<file path="config.mk">
export PLATFORM = sky130hd
export DESIGN_NAME = ws_pe_sequencer_flat
export DESIGN_NICKNAME = d
export VERILOG_FILES = /design/src/rtl/ws_pkg.sv /design/src/rtl/ws_pe_sequencer_if.sv /design/src/rtl/ws_lane_delta.sv /design/src/rtl/ws_pe_sequencer.sv /design/src/flat_wrapper.sv
export SDC_FILE = /design/constraint.sdc
export NUM_CORES = 1
export LEC_CHECK = 0
export BUFFER_PORTS_ARGS = -buffer_cell sky130_fd_sc_hd__buf_2
export CORE_MARGIN = 2
export CORE_UTILIZATION = 55
export CTS_CLUSTER_SIZE = 10
export DETAILED_ROUTE_END_ITERATION = 8
export GPL_TIMING_DRIVEN = 0
export PLACE_DENSITY_LB_ADDON = 0.25
export SLEW_MARGIN = 20
export SYNTH_ARGS = -nofsm -noshare
export SYNTH_HDL_FRONTEND = slang
export SYNTH_SLANG_ARGS = --single-unit
</file>
<file path="constraint.sdc">
create_clock -name w_clk -period 2.79 [get_ports w_clk]
set_input_delay 0.1395 -clock w_clk [delete_from_list [all_inputs] [get_ports w_clk]]
set_output_delay 0.1395 -clock w_clk [all_outputs]
set_load 0.005 [all_outputs]
</file>
<file path="src/rtl/ws_pkg.sv">
// Shared types and defaults for the weight-stationary PE row and its sequencer.
package ws_pkg;

    localparam int WIDTH_DEF = 16;
    localparam int N_PE_DEF  = 4;
    localparam int LEN_W_DEF = 8;
    localparam int ACC_W     = 2 * WIDTH_DEF;

    typedef enum logic [2:0] {
        S_IDLE   = 3'd0,
        S_LOAD   = 3'd1,
        S_STREAM = 3'd2,
        S_FLUSH  = 3'd3,
        S_WAIT   = 3'd4,
        S_RESULT = 3'd5
    } state_e;

    function automatic int acc_w_of(input int width);
        return 2 * width;
    endfunction

endpackage

</file>
<file path="src/rtl/ws_pe_sequencer_if.sv">
// Host-side job/stream/result signals plus the PE-row control bus of the sequencer.
interface ws_pe_sequencer_if
    import ws_pkg::*;
#(
    parameter int WIDTH = WIDTH_DEF,
    parameter int N_PE  = N_PE_DEF,
    parameter int LEN_W = LEN_W_DEF
);
    // valid/ready: a beat or result transfers on a rising clock edge where both
    // valid and ready are high; valid may not depend on ready, and the data is
    // held stable by the sender while valid is high and ready is low.
    logic                        start;
    logic [LEN_W-1:0]            len;
    logic [N_PE*WIDTH-1:0]       weights;
    logic                        busy;
    logic                        in_valid;
    logic                        in_ready;
    logic [WIDTH-1:0]            in_data;
    logic                        pe_ready;
    logic                        pe_rw;
    logic [N_PE*WIDTH-1:0]       pe_weight;
    logic [WIDTH-1:0]            pe_input;
    logic [N_PE*2*WIDTH-1:0]     pe_output;
    logic                        res_valid;
    logic                        res_ready;
    logic [N_PE*2*WIDTH-1:0]     res_data;

    modport slave (
        input  start, len, weights, in_valid, in_data, pe_output, res_ready,
        output busy, in_ready, pe_ready, pe_rw, pe_weight, pe_input, res_valid, res_data
    );

    modport master (
        output start, len, weights, in_valid, in_data, pe_output, res_ready,
        input  busy, in_ready, pe_ready, pe_rw, pe_weight, pe_input, res_valid, res_data
    );

endinterface

</file>
<file path="src/rtl/ws_lane_delta.sv">
// One lane: remembers the PE accumulator seen at the previous job and reports
// the wrapping difference on capture.
module ws_lane_delta
    import ws_pkg::*;
#(
    parameter int ACC = ACC_W
) (
    input  logic           w_clk,
    input  logic           w_rst_n,
    input  logic           capture_i,
    input  logic [ACC-1:0] pe_out_i,
    output logic [ACC-1:0] res_o
);

    logic [ACC-1:0] baseline_q, baseline_d;
    logic [ACC-1:0] res_q, res_d;

    always_comb begin
        baseline_d = baseline_q;
        res_d      = res_q;
        if (capture_i) begin
            res_d      = pe_out_i - baseline_q;
            baseline_d = pe_out_i;
        end
    end

    always_ff @(posedge w_clk or negedge w_rst_n) begin
        if (!w_rst_n) begin
            baseline_q <= '0;
            res_q      <= '0;
        end else begin
            baseline_q <= baseline_d;
            res_q      <= res_d;
        end
    end

    assign res_o = res_q;

endmodule

</file>
<file path="src/rtl/ws_pe_sequencer.sv">
// Runs a row of weight-stationary PEs through load / compute / output and
// returns the per-job accumulator delta of every lane.
module ws_pe_sequencer
    import ws_pkg::*;
#(
    parameter int WIDTH = WIDTH_DEF,
    parameter int N_PE  = N_PE_DEF,
    parameter int LEN_W = LEN_W_DEF
) (
    input  logic             w_clk,
    input  logic             w_rst_n,
    ws_pe_sequencer_if.slave bus,
    output state_e           dbg_state_o
);

    localparam int AW = acc_w_of(WIDTH);

    state_e                state_q, state_d;
    logic [LEN_W-1:0]      len_cnt_q, len_cnt_d;
    logic [N_PE*WIDTH-1:0] weights_q, weights_d;

    logic busy_c, in_ready_c, pe_ready_c, pe_rw_c, res_valid_c, capture_c;
    logic [N_PE*AW-1:0] res_data_w;

    always_ff @(posedge w_clk or negedge w_rst_n) begin
        if (!w_rst_n) state_q <= S_IDLE;
        else          state_q <= state_d;
    end

    always_comb begin
        state_d = state_q;
        case (state_q)
            S_IDLE:   if (bus.start) state_d = S_LOAD;
            S_LOAD:   state_d = (len_cnt_q != '0) ? S_STREAM : S_FLUSH;
            S_STREAM: if (bus.in_valid && len_cnt_q == LEN_W'(1)) state_d = S_FLUSH;
            S_FLUSH:  state_d = S_WAIT;
            S_WAIT:   state_d = S_RESULT;
            S_RESULT: if (bus.res_ready) state_d = S_IDLE;
            default:  state_d = S_IDLE;
        endcase
    end

    // pe_rw only drops in LOAD and FLUSH; everywhere else a low pe_ready keeps the PEs idle.
    always_comb begin
        busy_c      = (state_q != S_IDLE);
        in_ready_c  = (state_q == S_STREAM);
        pe_ready_c  = (state_q == S_LOAD) || ((state_q == S_STREAM) && bus.in_valid);
        pe_rw_c     = !((state_q == S_LOAD) || (state_q == S_FLUSH));
        res_valid_c = (state_q == S_RESULT);
        capture_c   = (state_q == S_WAIT);
    end

    always_comb begin
        len_cnt_d = len_cnt_q;
        weights_d = weights_q;
        if (state_q == S_IDLE && bus.start) begin
            len_cnt_d = bus.len;
            weights_d = bus.weights;
        end else if (state_q == S_STREAM && bus.in_valid) begin
            len_cnt_d = len_cnt_q - LEN_W'(1);
        end
    end

    always_ff @(posedge w_clk or negedge w_rst_n) begin
        if (!w_rst_n) begin
            len_cnt_q <= '0;
            weights_q <= '0;
        end else begin
            len_cnt_q <= len_cnt_d;
            weights_q <= weights_d;
        end
    end

    for (genvar i = 0; i < N_PE; i++) begin : g_lane
        ws_lane_delta #(.ACC(AW)) u_lane (
            .w_clk     (w_clk),
            .w_rst_n   (w_rst_n),
            .capture_i (capture_c),
            .pe_out_i  (bus.pe_output[i*AW +: AW]),
            .res_o     (res_data_w[i*AW +: AW])
        );
    end

    assign bus.busy      = busy_c;
    assign bus.in_ready  = in_ready_c;
    assign bus.pe_ready  = pe_ready_c;
    assign bus.pe_rw     = pe_rw_c;
    assign bus.pe_weight = weights_q;
    assign bus.pe_input  = bus.in_data;
    assign bus.res_valid = res_valid_c;
    assign bus.res_data  = res_data_w;
    assign dbg_state_o   = state_q;

endmodule

</file>
<file path="src/flat_wrapper.sv">
// flat-port wrapper written by rule: the top's interface ports become plain ports
module ws_pe_sequencer_flat import ws_pkg::*;
#(
    parameter int WIDTH = WIDTH_DEF,
    parameter int N_PE  = N_PE_DEF,
    parameter int LEN_W = LEN_W_DEF
)
  (w_clk, w_rst_n, dbg_state_o, bus_start, bus_len, bus_weights, bus_in_valid, bus_in_data, bus_pe_output, bus_res_ready, bus_busy, bus_in_ready, bus_pe_ready, bus_pe_rw, bus_pe_weight, bus_pe_input, bus_res_valid, bus_res_data);
  ws_pe_sequencer_if #(.WIDTH(WIDTH), .N_PE(N_PE), .LEN_W(LEN_W)) bus_i ();
  input  logic w_clk;
  input  logic w_rst_n;
  output state_e dbg_state_o;
  input wire logic [$bits(bus_i.start)-1:0] bus_start;
  input wire logic [$bits(bus_i.len)-1:0] bus_len;
  input wire logic [$bits(bus_i.weights)-1:0] bus_weights;
  input wire logic [$bits(bus_i.in_valid)-1:0] bus_in_valid;
  input wire logic [$bits(bus_i.in_data)-1:0] bus_in_data;
  input wire logic [$bits(bus_i.pe_output)-1:0] bus_pe_output;
  input wire logic [$bits(bus_i.res_ready)-1:0] bus_res_ready;
  output wire logic [$bits(bus_i.busy)-1:0] bus_busy;
  output wire logic [$bits(bus_i.in_ready)-1:0] bus_in_ready;
  output wire logic [$bits(bus_i.pe_ready)-1:0] bus_pe_ready;
  output wire logic [$bits(bus_i.pe_rw)-1:0] bus_pe_rw;
  output wire logic [$bits(bus_i.pe_weight)-1:0] bus_pe_weight;
  output wire logic [$bits(bus_i.pe_input)-1:0] bus_pe_input;
  output wire logic [$bits(bus_i.res_valid)-1:0] bus_res_valid;
  output wire logic [$bits(bus_i.res_data)-1:0] bus_res_data;
  assign bus_i.start = bus_start;
  assign bus_i.len = bus_len;
  assign bus_i.weights = bus_weights;
  assign bus_i.in_valid = bus_in_valid;
  assign bus_i.in_data = bus_in_data;
  assign bus_i.pe_output = bus_pe_output;
  assign bus_i.res_ready = bus_res_ready;
  assign bus_busy = bus_i.busy;
  assign bus_in_ready = bus_i.in_ready;
  assign bus_pe_ready = bus_i.pe_ready;
  assign bus_pe_rw = bus_i.pe_rw;
  assign bus_pe_weight = bus_i.pe_weight;
  assign bus_pe_input = bus_i.pe_input;
  assign bus_res_valid = bus_i.res_valid;
  assign bus_res_data = bus_i.res_data;
  ws_pe_sequencer #(.WIDTH(WIDTH), .N_PE(N_PE), .LEN_W(LEN_W)) u_core (.w_clk(w_clk), .w_rst_n(w_rst_n), .bus(bus_i), .dbg_state_o(dbg_state_o));
endmodule
</file>
# Word-level counts from Yosys, hierarchy flattened

Index checks and enable logic that the tools add are counted.

Bits in registers: 331
Input port bits: 221
Output and inout bits: 216
Word-level logic and storage cells: 43

$add $sub $neg: 5
Eq/ne operators: 9
Multiplexer cells: 7
Reductions and logical operators: 11

Operators with widths:

| cell                | count |
|---|---|
| $sub 32x32->32      | 4 |
| $pmux 3 s6          | 1 |
| $mux 8              | 2 |
| $mux 3              | 3 |
| $eq 8x1->1 const B  | 1 |
| $reduce_bool 8->1   | 1 |
| $sub 8x1->8 const B | 1 |
| $eq 3x2->1 const B  | 2 |
| $eq 3x3->1 const B  | 2 |
| $ne 2x2->1 const B  | 2 |
| $eq 3x1->1 const B  | 1 |
| $logic_and 1x1->1   | 3 |
| $logic_not 3->1     | 1 |
| $reduce_and 3->1    | 1 |
| $reduce_bool 3->1   | 1 |
| $logic_or 1x1->1    | 2 |
| $ne 2x1->1 const B  | 1 |
| $reduce_bool 2->1   | 1 |
| $logic_not 1->1     | 1 |
| $mux 1              | 1 |

# Logic depth before layout (Yosys ltp)

Gate-level depths: netlist of the first run.

Word-level depth: 4
Gate-level depth with buffers: 12
Gate-level depth less buffers: 12

# Hierarchy

From an unflattened synthesis of the first run, not the netlist that was laid out.

Cell total of the unflattened synthesis: 2056
Area, all modules: 20139.3 um2

By module, submodules not included:

| module                                      | times used | cells an instance | area an instance (um2) | sequential area each (um2) |
|---|---|---|---|---|
| ws_lane_delta (u_core.g_lane[0].u_lane ...) | 2          | 461               | 4164.0                 | 1601.5 |
| ws_lane_delta (u_core.g_lane[2].u_lane ...) | 2          | 452               | 4156.5                 | 1601.5 |
| ws_pe_sequencer                             | 1          | 230               | 3498.4                 | 1876.8 |

# Least setup slack after synthesis of the first run

Ideal clock, no wire load.

Path type: register -> register
From: reg u_core.g_lane[3].u_lane.baseline_q[0]
To: reg u_core.g_lane[3].u_lane.res_q[28]
Setup time: 0.130 ns
Data arrival time: 2.352 ns
Required time: 2.660 ns
Slack: 0.308 ns
Cell stages (with the launch flop): 12
Path buffers: 0
Clock period less this slack: 2.482 ns
Path through: dfrtp_1 -> ha_1 -> fa_1 -> nor2b_1 -> o21ai_1 -> nand2b_1 -> a31oi_1 -> o21bai_1 -> a31oi_1 -> o41a_1 -> xor2_1 -> o21ai_1

Longest elaborated chain between the ends: 1

Ends and longest elaborated chain:

| item                   | RTL line            | RTL |
|---|---|---|
| start, declared        | ws_lane_delta.sv:15 | `logic [ACC-1:0] baseline_q, baseline_d;` |
| start signal, assigned | ws_lane_delta.sv:32 | `baseline_q <= baseline_d;` |
| $sub 32x32->32         | ws_lane_delta.sv:22 | `res_d = pe_out_i - baseline_q;` |
| end signal, assigned   | ws_lane_delta.sv:33 | `res_q <= res_d;` |
| end, declared          | ws_lane_delta.sv:16 | `logic [ACC-1:0] res_q, res_d;` |

No other way between the ends.
A chain may end at the register's enable or synchronous reset.

# Worst setup path in the final report of the first run

From: reg u_core.state_q[2] (netlist: u_core.dbg_state_o[2])
To: reg u_core.len_cnt_q[4]

Longest elaborated chain between the ends: 3
Elaborated cells on any way between the ends: 6
Classes of those cells: eq/ne: 1; mux: 1; reduce/logical: 4

Ends and longest elaborated chain:

| item                                                         | RTL line                                     | RTL |
|---|---|---|
| start, declared                                              | ws_pe_sequencer.sv:18                        | `state_e state_q, state_d;` |
| start signal, assigned                                       | ws_pe_sequencer.sv:27                        | `else state_q <= state_d;` |
| $eq 3x2->1 / $logic_not 3->1 (equally long branches)         | ws_pe_sequencer.sv:59, ws_pe_sequencer.sv:56 |  |
| $logic_and 1x1->1 (on tied branches)                         | ws_pe_sequencer.sv:59, ws_pe_sequencer.sv:56 |  |
| $reduce_bool 2->1 (no line) / $mux 8 (equally long branches) | --                                           |  |
| end signal, assigned                                         | ws_pe_sequencer.sv:69                        | `len_cnt_q <= len_cnt_d;` |
| end, declared                                                | ws_pe_sequencer.sv:19                        | `logic [LEN_W-1:0] len_cnt_q, len_cnt_d;` |

Several ways; a longest one is shown, not always the timed one.

==> summary.md, run 1 <==
| Metric | Value |
|---|---|
| Outcome | `completed` |
| Reg2Reg Depth | `7` |
| CTS tree | `yes` |
| P_sw | `13500 µW` |
| Post-synth top flop | `dfrtp_1` |
| Peak VDD IR | `0.749 mV` |
| Switching part of the total power | `0.441` |
| Power per cell area | `1200 mW/mm²` |
| Max Slew Vio Count | `0` |
| Synthesized instance count | `2148` |
| DR vias/cell | `5.78` |
| Syn-to-layout area delta | `33.0%` |
| Most frequent cells in the layout | `buf_2 (434), nand2_1 (346), dfrtp_1 (331)` |
| Root buffer cell | `clkbuf_16` |
| Pre-CTS setup slack | `-844 ps` |
| Placed cell count | `3026` |
| First-pass GRT wire length | `102000 µm` |
| Pin count of the biggest net entering global routing | `99` |
| Sequential-to-total area share from yosys stat | `0.430` |
| Non-filler cells, final | `3305` |
| Setup Crit Path Kind | `flop to flop` |
| Fin util | `0.742` |
| Ports | `437` |
| Final #Nets | `3173` |
| Worst-margin pin slew | `932 ps` |
| Period utilization | `0.998` |
| H-Tree Depth | `2` |
| RR Startpoint | `u_core.dbg_state_o[2]` |
| Max-slew headroom | `0.379` |
| Flop pwr share | `0.278` |
| Unique masters post-synth | `72` |
| Die Span Y | `191 µm` |
| Hold crit path type | `primary input to asynchronous set/reset pin` |
| Reg2reg setup slack | `4 ps` |
| Leakage Power | `0.0124 µW` |
| Fmax | `359 MHz` |
| CP Capture Type | `flop` |
| Total CTS buffers | `41` |
| Post-synth EDFFs | `0` |
| Commonest non-fill, non-tap cell in the layout | `buf_2` |
| Clock transition at path regs | `50 ps` |
| Die area | `0.0365 mm²` |
| Clock skew | `18.0 ps` |
| DP HPWL | `43300 µm` |
| Die X | `191 µm` |
| Wire length per cell | `20.1 µm` |
| GP Congestion | `0.919` |
| Yosys top cell by area | `dfrtp_1` |
| Antenna Nets Post-Route | `0` |
| Syn Nets | `2499` |
| Post-synthesis cell area | `0.0193 mm²` |
| Share of cells above drive strength 1 | `0.232` |
| Syn_area_per_cell | `8.97 µm²` |
| Antenna violations before repair | `11` |
| Vias | `19100` |
| Internal power | `17100 µW` |
| Number of max-cap violations | `0` |
| Clock latency on the worst-skew pair | `570 ps` |
| Initial Util | `0.558` |
| GR Overflow Total | `0` |
| Core Area | `0.0345 mm²` |
| Reg-to-Reg End | `u_core.len_cnt_q[4]` |
| CTS Sinks | `331` |
| Dominant cells by area after synthesis | `dfrtp_1 (43%), ha_1 (8.2%), o21ai_0 (6.8%)` |
| Clock Power Share | `0.165` |
| Vias in the first global route | `19100` |
| Gr usage total | `0.355` |
| Crit path from | `u_core.dbg_state_o[2]` |
| Crit path DAT | `3210 ps` |
| RSZ-0062 raised after global routing | `true` |
| Num rows | `68` |
| Post-synth top area share | `0.430` |
| Critical path fanouts, max | `10` |
| PnR worst setup slack | `4.48 ps` |
| Setup-failing EPs final | `0` |
| Min cycle time layout | `2790 ps` |
| CP endpoint | `u_core.len_cnt_q[4]` |
| Drt first pass iters | `5` |
| Max clock buf depth | `3` |
| Synth async-reset ratio | `1.00` |
| Comb power frac | `0.556` |
| Flops & latches, synth | `331` |
| Yosys warns | `0` |
| Fin. Hold Viols | `0` |
| DRT iter0 DRCs | `1112` |
| WL final | `66400 µm` |
| Startpoint Class | `flop` |
| I/O Buffers | `420` |
| DRC | `0` |
| Required @ worst endpoint | `3210 ps` |
## sequential cells by signal, summed over array words and instances, names as in the netlist
name	flops
u_core.bus.pe_weight	64
u_core.dbg_state_o	3
u_core.g_lane.u_lane.baseline_q	128
u_core.g_lane.u_lane.res_o	128
u_core.len_cnt_q	8
## worst min path at each step
stage	to	slack [ps]
detailed placement	u_core.g_lane[0].u_lane.baseline_q[14]	140
global placement	u_core.len_cnt_q[2]	340
CTS	u_core.dbg_state_o[0]	20
finish	u_core.g_lane[0].u_lane.baseline_q[14]	120
floorplan	u_core.bus.pe_weight[0]	-160
global route	u_core.dbg_state_o[0]	160
## cells by family after synthesis
group / synth area share
AOI/OAI and AO/OA: 0.203
xor gates and xnor gates: 0.0523
adders and majority gates: 0.0860
buffers and inverters: 0.0592
DFF: 0.430
muxes: 0.0402
and+or+nand+nor: 0.129
## stage by stage
| stage | power [µW] | area [µm²] | hold WS, ps | TNS (ps) |
|---|---|---|---|---|
| 6_report | 30700 | 25600 | 116 | 0 |
| 5_1_grt | 32700 | 25600 | 161 | -491 |
| 4_1_cts | 29400 | 25300 | 18.3 | 0 |
| 3_5_place_dp | 23900 | 22000 | 144 | -80470 |
| 3_3_place_gp | 23400 | 21900 | 342 | -1608980 |
| 2_1_floorplan | 18800 | 19300 | -156 | 0 |
## Yosys cell counts, types with 4 or more instances
master    number
nand2_1      347
dfrtp_1      331
o21ai_0      263
inv_1        161
a21oi_1      133
ha_1         126
clkbuf_1      80
mux2_2        67
xnor2_1       66
a21o_1        63
nor2_1        62
o21ai_1       53
xor2_1        49
nand4_1       27
nand3_1       26
nor2b_1       23
nor3_1        23
a31oi_1       20
and3_1        17
o21bai_1      17
buf_4         16
nand2b_1      15
buf_2         14
o31ai_1       12
o21a_1        11
o211ai_1      10
and2_1         8
buf_1          8
a211oi_1       7
a21boi_1       6
a21oi_2        5
a31o_2         5
o21ai_2        5
o31a_1         5
or3_1          5
fa_1           4
nor4_1         4
## timing repair
action / CTS / global route
hold endpoints to repair: 281 / 0
buffers inserted: 1 / 8
resized for setup: 12 / 57
endpoints found under the setup margin: 123 / 162
hold buffers: 202 / 0
pin swaps: 1 / 13
## critical path: stages (launching register included)
cell      delay, ps
dfrtp_1         370
clkbuf_1        270
nor3_1          560
and2_0          410
nand2_1         200
nor3_1          340
xnor2_1         170
o21ai_0         330
## power by group through the flow
stage | Clock (µW) | Combinational [µW] | Sequential, µW
4_1_cts | 5070 | 16000 | 8360
2_1_floorplan | 0 | 10400 | 8350
3_3_place_gp | 0 | 15100 | 8290
5_1_grt | 5290 | 18800 | 8700
6_report | 5070 | 17100 | 8540
3_5_place_dp | 0 | 15500 | 8410
## routing by layer
| metal | track usage | wire length [µm] |
|---|---|---|
| met1 | 0.416 | 25200 |
| met2 | 0.583 | 31400 |
| met3 | 0.0905 | 5360 |
| met4 | 0.225 | 4360 |
| met5 | 0 | 9 |
## area by class of cell
class | count | area, µm²
diodes | 12 | 30.0
well taps | 455 | 569
clock inverters | 5 | 53.8
plain buffers | 116 | 532
repair buffers | 634 | 4280
fillers | 2422 | 8920
inverters | 162 | 608
multi-input cells | 1536 | 10100
flip-flops and latches | 331 | 8280
clock buffers | 54 | 1170
Note: power is estimated with default switching activity, not from simulation.
==> run 2, diff against run 1 <==
--- a/config.mk
+++ b/config.mk
@@ -6,12 +6,14 @@
 export NUM_CORES = 1
 export LEC_CHECK = 0
 export BUFFER_PORTS_ARGS = -buffer_cell sky130_fd_sc_hd__buf_2
+export CORE_ASPECT_RATIO = 1.25
 export CORE_MARGIN = 2
 export CORE_UTILIZATION = 55
 export CTS_CLUSTER_SIZE = 10
 export DETAILED_ROUTE_END_ITERATION = 8
 export GPL_TIMING_DRIVEN = 0
 export PLACE_DENSITY_LB_ADDON = 0.25
+export SKIP_CTS_REPAIR_TIMING = 1
 export SLEW_MARGIN = 20
 export SYNTH_ARGS = -nofsm -noshare
 export SYNTH_HDL_FRONTEND = slang
==> run 2 against run 1 <==
Net effect: the flow now finishes with violations (negative setup slack); maximum frequency down 0.42%; critical path depth rose by 4; flip-flop and latch count did not move; final cell count hardly changed; non-clock buffer count increased by 3; total power down 2.9%; clock power decreased by 10%; largest cell class unchanged; clock skew shrank 2.7 ps; cell area fell by 0.89%; critical endpoint is now u_core.g_lane[2].u_lane.res_o[22].
==> summary.md, run 2 (synthesis gave the netlist of run 1 again) <==
| Metric | Value |
|---|---|
| Outcome | `finished, violations left (was completed)` |
| Failing checks | `negative setup slack` |
| CTS Sinks | `331 (unchanged)` |
| Pre-CTS setup slack | `-873 ps (was -844 ps)` |
| Switching part of the total power | `0.439 (was 0.441)` |
| Startpoint Class | `flop (unchanged)` |
| CP Capture Type | `flop (unchanged)` |
| Fill cells | `2430 (was 2422)` |
| Required @ worst endpoint | `3180 ps (was 3210 ps)` |
| Most frequent cells in the layout | `buf_2 (433), nand2_1 (346), dfrtp_1 (331) (was buf_2 (434), nand2_1 (346), dfrtp_1 (331))` |
| Max clock buf depth | `3 (unchanged)` |
| GP Congestion | `0.911 (was 0.919)` |
| CP endpoint | `u_core.g_lane[2].u_lane.res_o[22] (was u_core.len_cnt_q[4])` |
| Reg2reg setup slack | `-7 ps (was 4 ps)` |
| Clock latency on the worst-skew pair | `540 ps (was 570 ps)` |
| RSZ-0062 raised after global routing | `true (unchanged)` |
| Vias in the first global route | `17200 (was 19100)` |
| RR Startpoint | `u_core.g_lane[2].u_lane.baseline_q[0] (was u_core.dbg_state_o[2])` |
| Period utilization | `1.00 (was 0.998)` |
| Final #Nets | `3174 (was 3173)` |
| Antenna violations before repair | `6 (was 11)` |
| Leakage Power | `0.0123 µW (was 0.0124 µW)` |
| Die X | `171 µm (was 191 µm)` |
| Worst path depth | `11 (was 7)` |
| Fin. Hold Viols | `0 (unchanged)` |
| DP HPWL | `43800 µm (was 43300 µm)` |
| Largest stage delay, worst path | `440 ps (was 560 ps)` |
| WL final | `64600 µm (was 66400 µm)` |
| Number of max-cap violations | `0 (unchanged)` |
| Hold crit path type | `primary input to flop (was primary input to asynchronous set/reset pin)` |
| PnR worst setup slack | `-7.33 ps (was 4.48 ps)` |
| Clock Power Share | `0.153 (was 0.165)` |
| Die area | `0.0365 mm² (about the same)` |
| Vias | `18800 (was 19100)` |
| P_sw | `13100 µW (was 13500 µW)` |
| Setup-failing EPs final | `1 (was 0)` |
| Crit path from | `u_core.g_lane[2].u_lane.baseline_q[0] (was u_core.dbg_state_o[2])` |
| Die Span Y | `213 µm (was 191 µm)` |
| Gr usage total | `0.306 (was 0.355)` |
| Min cycle time layout | `2800 ps (was 2790 ps)` |
| Final instance area | `0.0254 mm² (was 0.0256 mm²)` |
| DRT iter0 DRCs | `1438 (was 1112)` |
| Peak VDD IR | `0.701 mV (was 0.749 mV)` |
| Antenna Nets Post-Route | `0 (unchanged)` |
| Pin count of the biggest net entering global routing | `104 (was 99)` |
| Cell family with most CP delay | `compound AO/OA/AOI/OAI gates (was simple AND/OR/NAND/NOR gates)` |
| Syn-to-layout area delta | `31.8% (was 33.0%)` |
| Commonest non-fill, non-tap cell in the layout | `buf_2 (unchanged)` |
| Ports | `437 (unchanged)` |
| Worst-margin pin slew | `841 ps (was 932 ps)` |
| Root buffer cell | `clkbuf_16 (unchanged)` |
| Max Slew Vio Count | `0 (unchanged)` |
| Initial Util | `0.558 (about the same)` |
| Reg2Reg Depth | `11 (was 7)` |
| I/O Buffers | `420 (unchanged)` |
| DRC | `0 (unchanged)` |
| Flop pwr share | `0.285 (was 0.278)` |
| Share of cells above drive strength 1 | `0.224 (was 0.232)` |
| Post-DP Area | `0.0220 mm² (about the same)` |
| Internal power | `16700 µW (was 17100 µW)` |
| Comb power frac | `0.562 (was 0.556)` |
| Max-slew headroom | `0.440 (was 0.379)` |
| DR vias/cell | `5.67 (was 5.78)` |
| Num rows | `76 (was 68)` |
| Clock skew | `15.2 ps (was 18.0 ps)` |
| Buf+Inv Stages, Crit Path | `0 (was 1)` |
| Reg-to-Reg End | `u_core.g_lane[2].u_lane.res_o[22] (was u_core.len_cnt_q[4])` |
| Drt first pass iters | `5 (unchanged)` |
| H-Tree Depth | `2 (unchanged)` |
| Crit path cell chain | `ha_1, fa_1, nor2b_1, o21ai_0, a21oi_2, o21ai_1, a21oi_2, o21bai_2, a21oi_1, xnor2_1, o21ai_0 (was clkbuf_1, nor3_1, and2_0, nand2_1, nor3_1, xnor2_1, o21ai_0)` |
| First-pass GRT wire length | `88000 µm (was 102000 µm)` |
| Fmax | `357 MHz (was 359 MHz)` |
| Setup Crit Path Kind | `flop to flop (unchanged)` |
| Power per cell area | `1170 mW/mm² (was 1200 mW/mm²)` |
| Wire length per cell | `19.5 µm (was 20.1 µm)` |
| CTS tree | `yes (unchanged)` |
| Crit path DAT | `3190 ps (was 3210 ps)` |
| Total CTS buffers | `39 (was 41)` |
| Critical Path Slowest Stage Cell | `fa_1 (was nor3_1)` |
| Fin util | `0.736 (was 0.742)` |
| Clock transition at path regs | `60 ps (was 50 ps)` |
| GR Overflow Total | `0 (unchanged)` |
| Core Area | `0.0345 mm² (about the same)` |
| Critical path fanouts, max | `4 (was 10)` |
[run 2: worst min-delay path by stage]
stage / slack [ps] / endpoint / from / cells after the start
after global placement: 350 / u_core.len_cnt_q[6] / bus_len[6] / 3
final: 130 / u_core.dbg_state_o[0] / bus_start / 4
after CTS: -440 / u_core.g_lane[0].u_lane.baseline_q[12] / w_rst_n / 1
after floorplan: -160 / u_core.bus.pe_weight[0] / w_rst_n / 0
after global routing: 110 / u_core.dbg_state_o[0] / bus_start / 4
after detailed placement: 130 / u_core.g_lane[0].u_lane.baseline_q[12] / w_rst_n / 1
[run 2: layer usage]
layer	routed length, µm	GRT usage	vias to the layer above	share of wire
met5	18	0	-	0.00028
li1	-	-	8727	-
met3	5230	0.0658	237	0.081
met2	31500	0.540	841	0.49
met4	3900	0.149	2	0.060
met1	23900	0.350	8953	0.37
[run 2: power groups by stage]
stage | Clock, µW | Combinational [µW] | Sequential (µW)
floorplan | 0 | 10400 | 8350
global route | 4800 | 18500 | 8680
finish | 4550 | 16700 | 8490
CTS | 4590 | 15700 | 8350
detailed placement | 0 | 15600 | 8400
global placement | 0 | 15200 | 8310
[run 2: worst min-delay path: stages]
cell and delay [ps]:
buf_2 100, inv_1 130, a221o_1 170, a21oi_1 70
[run 2: cell type report]
class | count | area (µm²) | area share
clock buffer | 47 | 1050 | 0.0412
timing repair buffer | 636 | 4300 | 0.169
clock inverter | 2 | 25.0 | 0.000986
sequential | 331 | 8280 | 0.326
inverter | 162 | 608 | 0.0240
buffer | 117 | 532 | 0.0209
antenna | 7 | 17.5 | 0.000690
multi-input combinational | 1536 | 9990 | 0.394
tap | 468 | 586 | 0.0231
[run 2: through the flow]
step                       TNS, ps  cells  hold WS [ps]  power [µW]
final                        -7.33   3306           129       29800
after global routing          -863   3304           115       32000
after CTS                   -45310   3088          -439       28700
after detailed placement    -41790   3039           128       24000
after global placement    -1584350   3036           349       23500
after floorplan                  0   2148          -156       18800
==> run 3, diff against run 2 <==
--- a/config.mk
+++ b/config.mk
@@ -11,7 +11,6 @@
 export CORE_UTILIZATION = 55
 export CTS_CLUSTER_SIZE = 10
 export DETAILED_ROUTE_END_ITERATION = 8
-export GPL_TIMING_DRIVEN = 0
 export PLACE_DENSITY_LB_ADDON = 0.25
 export SKIP_CTS_REPAIR_TIMING = 1
 export SLEW_MARGIN = 20
==> run 3 against run 2 <==
Net effect: the run now ends clean; clock skew shrank 1.3 ps; worst hold slack gained 60 ps; global-route usage shrank 2.6 points; flip-flop and latch count is the same; sequential power grew 1%; wire length shrank 8.0%; critical path type unchanged; critical endpoint is now u_core.g_lane[2].u_lane.res_o[20]; largest power group unchanged.
==> summary.md, run 3 (synthesis gave the netlist of run 1 again) <==
| Metric | Value |
|---|---|
| Hold crit path type | `primary input to asynchronous set/reset pin (was primary input to flop)` |
| Fmax | `369 MHz (was 357 MHz)` |
| Fin. Hold Viols | `0 (unchanged)` |
| Vias | `18000 (was 18800)` |
| Ports | `437 (unchanged)` |
| Placed cell count | `2937 (was 3039)` |
| Cell family with most CP delay | `compound AO/OA/AOI/OAI gates (unchanged)` |
| Drt first pass iters | `5 (unchanged)` |
| Setup Crit Path Kind | `flop to flop (unchanged)` |
| Most frequent cells in the layout | `buf_2 (403), nand2_1 (346), dfrtp_1 (331) (was buf_2 (433), nand2_1 (346), dfrtp_1 (331))` |
| Outcome | `completed (was finished, violations left)` |
| Clock skew | `13.9 ps (was 15.2 ps)` |
| Crit path cell chain | `ha_1, fa_2, nor2b_1, o21ai_0, a21oi_1, o21ai_1, a21oi_2, buf_4, a31oi_1, xor2_1, o21ai_0 (was ha_1, fa_1, nor2b_1, o21ai_0, a21oi_2, o21ai_1, a21oi_2, o21bai_2, a21oi_1, xnor2_1, o21ai_0)` |
| Commonest non-fill, non-tap cell in the layout | `buf_2 (unchanged)` |
| GR Overflow Total | `0 (unchanged)` |
| Antenna violations before repair | `5 (was 6)` |
| Syn-to-layout area delta | `29.5% (was 31.8%)` |
| Setup TNS | `0 ps (was -7.33 ps)` |
| WL final | `59400 µm (was 64600 µm)` |
| CP Capture Type | `flop (unchanged)` |
| DR vias/cell | `5.65 (was 5.67)` |
| Power, Total | `29300 µW (was 29800 µW)` |
| Min cycle time layout | `2710 ps (was 2800 ps)` |
| Total CTS buffers | `39 (unchanged)` |
| Worst-margin pin slew | `591 ps (was 841 ps)` |
| Max Slew Vio Count | `0 (unchanged)` |
| Crit path DAT | `3110 ps (was 3190 ps)` |
| GP Congestion | `0.928 (was 0.911)` |
| DRT iter0 DRCs | `1442 (was 1438)` |
| Required @ worst endpoint | `3190 ps (was 3180 ps)` |
| CTS tree | `yes (unchanged)` |
| Initial Util | `0.558 (unchanged)` |
| Pin count of the biggest net entering global routing | `77 (was 104)` |
| Critical path fanouts, max | `4 (unchanged)` |
| Non-filler cells, final | `3193 (was 3306)` |
| Peak VDD IR | `0.758 mV (was 0.701 mV)` |
| Final #Nets | `3065 (was 3174)` |
| Root buffer cell | `clkbuf_16 (unchanged)` |
| First-pass GRT wire length | `82200 µm (was 88000 µm)` |
| Setup-failing EPs final | `0 (was 1)` |
| Power per cell area | `1170 mW/mm² (about the same)` |
| Period utilization | `0.971 (was 1.00)` |
| Fill cells | `2502 (was 2430)` |
| DRC | `0 (unchanged)` |
| H-Tree Depth | `2 (unchanged)` |
| Buf+Inv Stages, Crit Path | `1 (was 0)` |
| Core Area | `0.0345 mm² (unchanged)` |
| Leakage Power | `0.0121 µW (was 0.0123 µW)` |
| CTS Sinks | `331 (unchanged)` |
| Max-slew headroom | `0.606 (was 0.440)` |
| Die area | `0.0365 mm² (unchanged)` |
| Antenna Nets Post-Route | `0 (unchanged)` |
| Clock latency on the worst-skew pair | `530 ps (was 540 ps)` |
| Num rows | `76 (unchanged)` |
| Share of cells above drive strength 1 | `0.220 (was 0.224)` |
| I/O Buffers | `404 (was 420)` |
| Gr usage total | `0.280 (was 0.306)` |
| DP HPWL | `39800 µm (was 43800 µm)` |
| Clock transition at path regs | `50 ps (was 60 ps)` |
| Most numerous cell on the critical path | `o21ai_0` |
| Wire length per cell | `18.6 µm (was 19.5 µm)` |
| Die Span Y | `213 µm (unchanged)` |
| Number of max-cap violations | `0 (unchanged)` |
| Critical Path Slowest Stage Cell | `dfrtp_1 (was fa_1)` |
| Hold slack | `189 ps (was 129 ps)` |
| Vias in the first global route | `16500 (was 17200)` |
| Largest stage delay, worst path | `390 ps (was 440 ps)` |
| Max clock buf depth | `3 (unchanged)` |
| Die X | `171 µm (unchanged)` |
| Startpoint Class | `flop (unchanged)` |
[run 3: cell count changes in the layout (fill, tap and decap cells not counted), moves of 6 or more]
| cell | change |
|---|---|
| buf_12 | +10 |
| buf_2 | -30 |
| clkbuf_2 | -6 |
| clkbuf_1 | -75 |
| buf_1 | -7 |
[run 3: worst paths after layout]
| check | from | endpoint | slack [ps] | cells after the start |
|---|---|---|---|---|
| worst min-delay path | w_rst_n | u_core.g_lane[0].u_lane.res_o[11] | 190 | 2 |
| worst max register to register | u_core.g_lane[2].u_lane.baseline_q[0] | u_core.g_lane[2].u_lane.res_o[20] | 80 | 11 |
| min in group w_clk | bus_in_valid | u_core.dbg_state_o[0] | 200 | 4 |
| worst max-delay path | u_core.g_lane[2].u_lane.baseline_q[0] | u_core.g_lane[2].u_lane.res_o[20] | 80 | 11 |
| max in group asynchronous | w_rst_n | u_core.g_lane[1].u_lane.baseline_q[16] | 1770 | 3 |
| worst min register to register | u_core.g_lane[3].u_lane.res_o[13] | u_core.g_lane[3].u_lane.res_o[13] | 470 | 2 |
[run 3: area by class of cell]
| cell class | instances | area [µm²] | area share |
|---|---|---|---|
| inverter | 162 | 608 | 0.0244 |
| tap | 468 | 586 | 0.0235 |
| antenna | 5 | 12.5 | 0.000502 |
| sequential | 331 | 8280 | 0.332 |
| multi-input combinational | 1536 | 9920 | 0.397 |
| clock buffer | 47 | 1080 | 0.0432 |
| timing repair buffer | 644 | 4460 | 0.179 |
[run 3: worst reg2reg max path, delay by kind of cell, from the launching register on]
family                     cells  cell delay [ps]
and+or+nand+nor                1              110
AOI/OAI and AO/OA              6             1040
DFF                            1              390
adders and majority gates      2              620
buffers and inverters          1              150
xor gates and xnor gates       1              280
[run 3: layer usage]
layer / GRT usage / share of wire / up-vias
li1: - / - / 8508
met5: 0 / 0 / -
met4: 0.134 / 0.053 / 0
met2: 0.487 / 0.50 / 757
met1: 0.323 / 0.38 / 8563
met3: 0.0684 / 0.073 / 215
[run 3: stage by stage]
stage | cell area (µm²) | util | setup WS (ps)
6_report | 24900 | 0.723 | 80.7
5_1_grt | 24900 | 0.722 | -85.0
4_1_cts | 22800 | 0.662 | 54.2
3_5_place_dp | 21800 | 0.630 | 58.4
3_3_place_gp | 21800 | 0.630 | 193
2_1_floorplan | 19300 | - | 308
[run 3: power by group]
part           switching [µW]  total, µW  internal [µW]
registers                1350       8590           7240
logic                    9270      16100           6840
clock network            1940       4610           2670
